===== src/rtl/hint_pkg.sv =====
// Shared constants, state encoding and helpers for the hint overlay scheduler.
package hint_pkg;

  // Screen geometry and hint box size.
  localparam int H_RES  = 640;
  localparam int V_RES  = 480;
  localparam int HINT_W = 177;
  localparam int HINT_H = 26;

  // Default hint box placement: centred on screen (231, 227).
  localparam int HINT_X_DEF = (H_RES - HINT_W) / 2;
  localparam int HINT_Y_DEF = (V_RES - HINT_H) / 2;

  typedef enum logic [1:0] {
    IDLE = 2'd0,
    SHOW = 2'd1,
    GAP  = 2'd2
  } state_e;

  // Width of a hint ID; never narrower than one bit.
  function automatic int id_width(input int n);
    return (n <= 2) ? 1 : $clog2(n);
  endfunction

endpackage


===== src/rtl/hint_req_fifo.sv =====
// Pending hint-request queue: synchronous FIFO with flush and a head output.
module hint_req_fifo
  import hint_pkg::*;
#(
  parameter int DEPTH = 4,
  parameter int W     = 2
) (
  input  logic         clk,
  input  logic         rst,
  input  logic         flush_i,
  input  logic         push_i,
  input  logic [W-1:0] push_data_i,
  input  logic         pop_i,
  output logic [W-1:0] head_o,
  output logic         full_o,
  output logic         empty_o
);

  localparam int AW = $clog2(DEPTH);

  logic [W-1:0] mem_q [DEPTH];
  logic [AW:0]  wr_ptr_q, wr_ptr_d;
  logic [AW:0]  rd_ptr_q, rd_ptr_d;
  logic         do_push;
  logic         do_pop;

  // Pointers carry one extra wrap bit so full and empty are distinguishable.
  assign empty_o = (wr_ptr_q == rd_ptr_q);
  assign full_o  = (wr_ptr_q[AW] != rd_ptr_q[AW]) &&
                   (wr_ptr_q[AW-1:0] == rd_ptr_q[AW-1:0]);
  assign head_o  = mem_q[rd_ptr_q[AW-1:0]];
  assign do_push = push_i && !full_o && !flush_i;
  assign do_pop  = pop_i && !empty_o && !flush_i;

  // Next pointer values; flush empties the queue regardless of push/pop.
  always_comb begin
    // NOTE: every always_comb output gets a default first so no path leaves it unassigned (no latch).
    wr_ptr_d = wr_ptr_q;
    rd_ptr_d = rd_ptr_q;
    if (flush_i) begin
      wr_ptr_d = '0;
      rd_ptr_d = '0;
    end else begin
      if (do_push) wr_ptr_d = wr_ptr_q + 1'b1;
      if (do_pop)  rd_ptr_d = rd_ptr_q + 1'b1;
    end
  end

  // Pointer registers with synchronous reset.
  always_ff @(posedge clk) begin
    // NOTE: sequential state uses non-blocking assignments so all registers update together at the edge.
    if (rst) begin
      wr_ptr_q <= '0;
      rd_ptr_q <= '0;
    end else begin
      wr_ptr_q <= wr_ptr_d;
      rd_ptr_q <= rd_ptr_d;
    end
  end

  // Storage write; contents only matter between the pointers.
  always_ff @(posedge clk) begin
    // NOTE: the storage array is deliberately not reset; empty/full come from the pointers alone.
    if (do_push) mem_q[wr_ptr_q[AW-1:0]] <= push_data_i;
  end

endmodule


===== src/rtl/hint_scheduler.sv =====
// Hint overlay sequencer: queues hint requests and shows one hint at a time
// for a fixed number of frames, optionally blinking, followed by a blank gap.
module hint_scheduler
  import hint_pkg::*;
#(
  parameter int NUM_HINTS    = 4,
  parameter int FIFO_DEPTH   = 4,
  parameter int SHOW_FRAMES  = 120,
  parameter int GAP_FRAMES   = 15,
  parameter int BLINK_FRAMES = 0,
  parameter int HINT_X       = HINT_X_DEF,
  parameter int HINT_Y       = HINT_Y_DEF
) (
  input  logic                          clk,
  input  logic                          rst,
  input  logic                          vsync,
  input  logic                          clear,
  input  logic                          req_valid,
  input  logic [id_width(NUM_HINTS)-1:0] req_id,
  output logic                          req_ready,
  output logic [NUM_HINTS-1:0]          show_en,
  output logic [9:0]                    posx,
  output logic [8:0]                    posy,
  output logic [id_width(NUM_HINTS)-1:0] active_id,
  output logic                          busy
);

  localparam int IW        = id_width(NUM_HINTS);
  localparam int CNT_MAX   = (SHOW_FRAMES > GAP_FRAMES) ?
                             ((SHOW_FRAMES > 2) ? SHOW_FRAMES : 2) :
                             ((GAP_FRAMES > 2) ? GAP_FRAMES : 2);
  localparam int CW        = $clog2(CNT_MAX);
  localparam int BLINK_DIV = (BLINK_FRAMES > 0) ? BLINK_FRAMES : 1;
  localparam logic [CW-1:0] SHOW_LAST = CW'(SHOW_FRAMES - 1);
  localparam logic [CW-1:0] GAP_LAST  = CW'((GAP_FRAMES > 0) ? GAP_FRAMES - 1 : 0);

  state_e        state_q, state_d;
  logic [CW-1:0] cnt_q, cnt_d;
  logic [IW-1:0] active_q, active_d;
  logic          vsync_q;
  logic          tick;
  logic          refresh;
  logic          push;
  logic          pop;
  logic [IW-1:0] fifo_head;
  logic          fifo_full;
  logic          fifo_empty;
  logic          vis;
  int            blink_phase;

  assign tick    = vsync && !vsync_q;
  // Re-requesting the hint on screen restarts its display time instead of queueing it.
  assign refresh = (state_q == SHOW) && req_valid && (req_id == active_q);
  assign req_ready = !rst && !clear && (!fifo_full || refresh);
  assign push      = req_valid && req_ready && !refresh;
  assign busy      = !rst && ((state_q != IDLE) || !fifo_empty);
  assign active_id = active_q;
  assign posx      = 10'(HINT_X);
  assign posy      = 9'(HINT_Y);

  hint_req_fifo #(
    .DEPTH (FIFO_DEPTH),
    .W     (IW)
  ) u_fifo (
    .clk         (clk),
    .rst         (rst),
    .flush_i     (clear),
    .push_i      (push),
    .push_data_i (req_id),
    .pop_i       (pop),
    .head_o      (fifo_head),
    .full_o      (fifo_full),
    .empty_o     (fifo_empty)
  );

  // Next state, frame counter and active ID; clear overrides the sequencing.
  always_comb begin
    state_d  = state_q;
    cnt_d    = cnt_q;
    active_d = active_q;
    pop      = 1'b0;
    if (clear) begin
      state_d = IDLE;
      cnt_d   = '0;
    end else begin
      case (state_q)
        IDLE: begin
          if (!fifo_empty) begin
            pop      = 1'b1;
            active_d = fifo_head;
            cnt_d    = '0;
            state_d  = SHOW;
          end
        end
        SHOW: begin
          if (refresh) begin
            cnt_d = '0;
          end else if (tick) begin
            if (cnt_q == SHOW_LAST) begin
              cnt_d   = '0;
              state_d = (GAP_FRAMES == 0) ? IDLE : GAP;
            end else begin
              cnt_d = cnt_q + 1'b1;
            end
          end
        end
        GAP: begin
          if (tick) begin
            if (cnt_q == GAP_LAST) begin
              cnt_d   = '0;
              state_d = IDLE;
            end else begin
              cnt_d = cnt_q + 1'b1;
            end
          end
        end
        default: begin
          state_d = IDLE;
          cnt_d   = '0;
        end
      endcase
    end
  end

  // State, counter, active ID and vsync history registers.
  always_ff @(posedge clk) begin
    if (rst) begin
      state_q  <= IDLE;
      cnt_q    <= '0;
      active_q <= '0;
      vsync_q  <= 1'b0;
    end else begin
      state_q  <= state_d;
      cnt_q    <= cnt_d;
      active_q <= active_d;
      vsync_q  <= vsync;
    end
  end

  // Display enable decoded from registered state only.
  always_comb begin
    blink_phase = int'(cnt_q) / BLINK_DIV;
    vis         = (BLINK_FRAMES == 0) || (blink_phase % 2 == 0);
    show_en     = '0;
    if (state_q == SHOW) show_en[active_q] = vis;
  end

endmodule

===== config.mk =====
export PLATFORM = sky130hd
export DESIGN_NAME = hint_scheduler
export DESIGN_NICKNAME = d
export VERILOG_FILES = /design/src/rtl/hint_pkg.sv /design/src/rtl/hint_req_fifo.sv /design/src/rtl/hint_scheduler.sv
export SDC_FILE = /design/constraint.sdc
export NUM_CORES = 1
export LEC_CHECK = 0
export ABC_AREA = 1
export CAP_MARGIN = 30
export CELL_PAD_IN_SITES_DETAIL_PLACEMENT = 1
export CELL_PAD_IN_SITES_GLOBAL_PLACEMENT = 1
export CORE_MARGIN = 4
export CORE_UTILIZATION = 40
export CTS_CLUSTER_SIZE = 8
export DETAILED_ROUTE_END_ITERATION = 8
export GPL_ROUTABILITY_DRIVEN = 1
export MAX_ROUTING_LAYER = met4
export PLACE_DENSITY_LB_ADDON = 0.1
export SYNTH_ARGS = -nofsm -noshare
export SYNTH_HDL_FRONTEND = slang
export SYNTH_SLANG_ARGS = --single-unit
export TNS_END_PERCENT = 50

===== constraint.sdc =====
create_clock -name clk -period 2.39 [get_ports clk]
set_clock_uncertainty 0.15 [all_clocks]
set_input_delay 0.239 -clock clk [delete_from_list [all_inputs] [get_ports clk]]
set_output_delay 0.239 -clock clk [all_outputs]
set_load 0.03 [all_outputs]

# --- Yosys cells after proc, flatten, opt, wreduce, memory -nomap -nowiden ---
# Memories as Yosys holds them, arrays and structs flattened. A register that Yosys moved wholly into a read port is not among the register bits.
# Cells that the tools add are included.
totals:
  reg_bits: 16
  ramBits: 8
  in_bits: 7
  out_inout_bits: 27
  elab_cells: 78
  n_memories: 1
memory_table:
  columns: ["memory", "depth", "word_bits", "rd", "rd_ports_with_merged_regs", "write_ports", "line_no", "source"]
  rows:
  - ["u_fifo.mem_q", 4, 2, 1, 1, 1, "hint_req_fifo.sv:21", "logic [W-1:0] mem_q [DEPTH];"]
op_classes:
  add_sub_neg: 3
  n_lt_le_gt_ge: 2
  n_eq_ne: 15
  mux: 22
  bitwise_logic: 2
  n_reduce_logical: 28
ops:
  columns: ["operator", "n"]
  rows:
  - ["2-to-1 mux 7 bit", 6]
  - ["one-hot mux 7 bit (3 select lines)", 1]
  - ["logical AND 1 bit", 14]
  - ["2-to-1 mux 2 bit", 6]
  - ["inequality test 2 bit (second input constant)", 5]
  - ["adder 7 x 1 -> 7 bit (second input constant)", 1]
  - ["equality test 7 x 4 -> 1 bit (second input constant)", 1]
  - ["equality test 7 bit (second input constant)", 1]
  - ["adder 3 x 1 -> 3 bit (second input constant)", 2]
  - ["logical NOT 1 bit", 6]
  - ["2-to-1 mux 1 bit", 6]
  - ["one-hot mux 2 bit (3 select lines)", 1]
  - ["AND reduction 3 bit", 2]
  - ["AND reduction 6 bit", 1]
  - ["equality test 2 bit", 2]
  - ["2-to-1 mux 4 bit", 1]
  - ["equality test 3 bit", 1]
  - ["less-than comparator 2 x 3 -> 1 bit (second input constant)", 1]
  - ["inequality test 3 bit (second input constant)", 1]
  - ["demux 1 bit (select 2 bit)", 1]
  - ["equality test 2 x 1 -> 1 bit (second input constant)", 1]
  - ["equality test 2 bit (second input constant)", 1]
  - [">= comparator 2 x 1 -> 1 bit (second input constant)", 1]
  - ["logical NOT 2 bit", 1]
  - ["6 further kinds", 8]

# --- Longest topological paths before layout ---
depth:
  depth_word: 11
  depth_mapped: 13
  depth_no_buf: 13

# --- Cells and area by module ---
# A second synthesis with hierarchy kept.
hier_totals:
  hier_cells: 257
  hier_area_um2: 1856.8
modules_own_cells:
  columns: ["mod", "n_inst", "cells_per_inst", "area_each_um2", "seq_area_each_um2"]
  rows:
  - ["hint_scheduler", 1, 161, 1057.3, 240.2]
  - ["hint_req_fifo", 1, 96, 799.5, 400.4]

# --- Worst setup path before layout ---
# OpenSTA, ideal clock, no wires.
synth_path:
  path_type: "reg2out"
  startpoint: "register active_q[1], in the netlist active_id[1], read port of u_fifo.mem_q"
  endpoint: "output req_ready"
  arrival_time_ns: 1.488
  required_time_ns: 2.001
  slack_ns: 0.513
  path_stages_with_launch: 7
  path_buffers: 0
  path_cell_list: "dfxtp_1 > inv_2 > nand2_2 > nand3_2 > nor2_4 > inv_1 > a21oi_1"
synth_via:
  elab_chain_cells: 4
synth_rtl:
  columns: ["item", "line_no", "source"]
  rows:
  - ["start, declared", "hint_scheduler.sv:39", "logic [IW-1:0] active_q, active_d;"]
  - ["equality test 2 bit", "hint_scheduler.sv:53", "assign refresh = (state_q == SHOW) && req_valid && (req_id == active_q);"]
  - ["logical AND 1 bit", "hint_scheduler.sv:53", null]
  - ["logical OR 1 bit", "hint_scheduler.sv:54", "assign req_ready = !rst && !clear && (!fifo_full || refresh);"]
  - ["logical AND 1 bit", "hint_scheduler.sv:54", null]
  - ["end, declared", "hint_scheduler.sv:20", "output logic req_ready,"]
# Every way passes these cells.

# --- Worst setup path after layout ---
layout_path:
  startpoint: "register state_q[1]"
  endpoint: "output req_ready"
layout_via:
  elab_chain_cells: 5
layout_rtl:
  columns: ["item", "line_no", "source"]
  rows:
  - ["start, declared", "hint_scheduler.sv:37", "state_e state_q, state_d;"]
  - ["start signal, assigned", "hint_scheduler.sv:133", "state_q <= state_d;"]
  - ["equality test 2 x 1 -> 1 bit", "hint_scheduler.sv:53", null]
  - ["logical AND 1 bit (2 in series)", "hint_scheduler.sv:53", null]
  - ["logical OR 1 bit", "hint_scheduler.sv:54", null]
  - ["logical AND 1 bit", "hint_scheduler.sv:54", null]
# Every way passes these cells.

==> impl_metrics.env <==
export IMPL_clock_fmax_ghz=0.484
export IMPL_startpoint_type="register"
export IMPL_num_io_pins=34
export IMPL_finalSetupViolations=0
export IMPL_crit_arrival_ps=1680
export IMPL_whs_path_depth=3
export IMPL_antenna_found_initial=0
export IMPL_run_status="completed"
export IMPL_core_area_um2=4060
export IMPL_grt_pass1_vias=1299
export IMPL_ys_ff_latch=26
export IMPL_crit_buf_inv=3
export IMPL_comb_power_share_pct=24.3
export IMPL_synth_edf_count=8
export IMPL_drt_initial_drc_count=32
export IMPL_p_sw_share_pct=31.0
export IMPL_cp_required_ps=2000
export IMPL_synth_most_common_cell="nand2_1"
export IMPL_initial_core_util_pct=42.0
export IMPL_io_buffers=14
export IMPL_grt_use_total_pct=15.5
export IMPL_cp_max_fo=5
export IMPL_hold_viol=0
export IMPL_synthFlopType="dfxtp_1"
export IMPL_drv_cap=0
export IMPL_area_growth_pct=12.2
export IMPL_rows=23
export IMPL_clk_path_buf_depth=2
export IMPL_die_area_um2=5370
export IMPL_clock_sinks=26
export IMPL_rsz0062_at_grt="false"
export IMPL_finalMaxSlewViolations=0
export IMPL_rr_worst_depth=7
export IMPL_crit_path_end_kind="output pin"
export IMPL_p_per_area_nw_per_um2=584
export IMPL_routed_wl_um=3770
export IMPL_syn_area_per_cell_um2=7.44
export IMPL_ir_drop_uv=229
export IMPL_yosysWarningCount=0
export IMPL_cpPeakStageDelay_ps=330
export IMPL_cts_root_buf="clkbuf_8"
export IMPL_final_seq_area_um2=601
export IMPL_routedWlPerCell_um=12.8
export IMPL_worst_hold_slack_ps=354
export IMPL_cts_tree="yes"
export IMPL_fillers=528
export IMPL_multi_input_area_um2=885
export IMPL_grt_max_degree=16
export IMPL_cts_made_buffers=3
export IMPL_crit_type="reg2out"
export IMPL_switching_power_w=0.000346
export IMPL_syn_area_um2=1700
export IMPL_vias=1342
export IMPL_diodes=0
export IMPL_dp_final_hpwl_um=2990
export IMPL_synthTopCellsByArea="dfxtp_1 (21%), edfxtp_1 (14%), nand2_1 (9.9%)"
export IMPL_grt_pass1_wl_um=6270
export IMPL_drc=0
export IMPL_tns_ps=0
export IMPL_crit_cells=7
export IMPL_antenna_left=0
export IMPL_hp_class="in2reg"
export IMPL_vias_per_cell=4.55
export IMPL_p_clk_share_pct=33.1
export IMPL_grt_ovfl_total=0
export IMPL_nets=264
export IMPL_fin_crit_sh_pct=86.4
export IMPL_firstDrtPassIters=4
export IMPL_ys_seq_area_share_pct=35.2
export IMPL_cp_cell_sequence="inv_1 > ha_1 > nand3_2 > nor2_4 > inv_1 > a21oi_1 > buf_4"
export IMPL_htree_levels=1
export IMPL_die_h_um=73.3
export IMPL_cts_clk_slew_worst_paths_ps=100
export IMPL_synth_cell_types=30
export IMPL_die_w_um=73.3
export IMPL_cts_hold_buf=0
export IMPL_clkLatencyLatePin_ps=270
export IMPL_cpMostUsedCell="inv_1"
export IMPL_critPathTopFamily="buffers and inverters"
export IMPL_seq_power_share_pct=42.6
export IMPL_gp_congestion=0.773
export IMPL_yosysTopAreaCell="dfxtp_1"
export IMPL_synthArstFlopShare_pct=0
export IMPL_finalCriticalPeriod_ps=2060
export IMPL_slowest_stage="dfxtp_1"
export IMPL_drive_gt1_share_pct=8.57
export IMPL_power_leakage_nw=0.870
export IMPL_synth_top_area_share_pct=21.1
export IMPL_synth_commonest_cells="nand2_1 (45), inv_1 (34), nor2_1 (29)"
export IMPL_p_int_w=0.000770
export IMPL_postSynthCellCount=229
## power groups by stage
stage | clock network, W | registers (W) | logic [W]
finish | 0.000370 | 0.000475 | 0.000271
global route | 0.000400 | 0.000478 | 0.000303
CTS | 0.000383 | 0.000476 | 0.000275
detailed placement | 0 | 0.000486 | 0.000273
global placement | 0 | 0.000485 | 0.000271
floorplan | 0 | 0.000488 | 0.000224
## area by class of cell
type	instances	share of cell area, %
Inverter	36	7.07
Multi-Input combinational cell	164	46.3
Sequential cell	26	31.4
Timing Repair Buffer	15	8.25
Tap cell	50	3.27
Clock inverter	1	1.57
Clock buffer	3	2.16
## registers in the layout (all words and copies together), names as in the netlist
name             count
active_id            2
cnt_q                7
state_q              2
u_fifo.mem_q         8
u_fifo.rd_ptr_q      3
u_fifo.wr_ptr_q      3
vsync_q              1
## worst reg2reg max path, stage by stage (launching register included)
cell,delay [ps]
dfxtp_1,350
inv_1,90
ha_1,250
nand3_2,120
nor2_4,60
nor2_1,160
o21ai_4,130
nor2_1,220
## metrics by stage
step                cell area [um^2]  utilization (%)  power, W  cells  setup WS [ps]
floorplan                       1770                -  0.000712    246            513
detailed placement              1830             45.1  0.000758    291            293
finish                          1910             47.1   0.00112    295            325
CTS                             1900             46.8   0.00113    295           4.35
global placement                1830             45.1  0.000757    291            334
global route                    1910             47.1   0.00118    295            155
## cell families (layout without fill, tap and decap cells)
kind of cell	count (synthesis)	after routing	synth area share, %
and+or+nand+nor	100	100	27.8
buffers and inverters	56	55	16.6
AOI/OAI and AO/OA	31	31	9.91
DFF	26	26	35.2
adders and majority gates	11	11	8.08
xor gates and xnor gates	3	3	1.98
other	2	19	0.441
## cell usage in the layout (no fill, tap or decap)
cell              n
nand2_1          45
inv_1            34
nor2_1           29
conb_1           19
dfxtp_1          18
a21oi_1          13
o21ai_0          12
ha_1             11
nand3_1           8
clkdlybuf4s50_1   8
edfxtp_1          8
nor3_1            5
dlymetal6s2s_1    5
nand3_2           3
o21ai_1           3
clkbuf_8          3
inv_2             2
nor2_4            2
o22ai_1           2
buf_4             2
xnor2_2           1
nand2_2           1
o21ai_4           1
nor2_2            1
nand4_2           1
and2_4            1
or2_1             1
nand2_4           1
nor2_8            1
xor2_1            1
nand4_1           1
xnor2_1           1
bufinv_16         1
## what timing repair did
item                                    4_1_cts  5_1_grt
endpoints found under the setup margin        0        5
buffers inserted                              0        0
gates resized for setup                       0        5
## path summary, 6_finish.rpt
kind | to | from | slack (ps)
setup / recovery | req_ready | state_q[1]$_SDFFE_PP0P_ | 330
hold / removal | vsync_q$_SDFF_PP0_ | vsync | 350
setup reg to reg | u_fifo.mem_q[1][1]$_DFFE_PP_ | state_q[1]$_SDFFE_PP0P_ | 550
hold reg to reg | cnt_q[0]$_SDFFE_PP0P_ | cnt_q[0]$_SDFFE_PP0P_ | 370
## routing by layer
metal | up-vias | routed length, um | track usage [%]
li1 | 710 | - | -
met1 | 598 | 2000 | 22.1
met2 | 32 | 1550 | 23.0
met3 | 2 | 198 | 2.05
met4 | 0 | 24 | 4.30
met5 | - | 0 | -
Note: power is estimated with default switching activity, not from simulation.
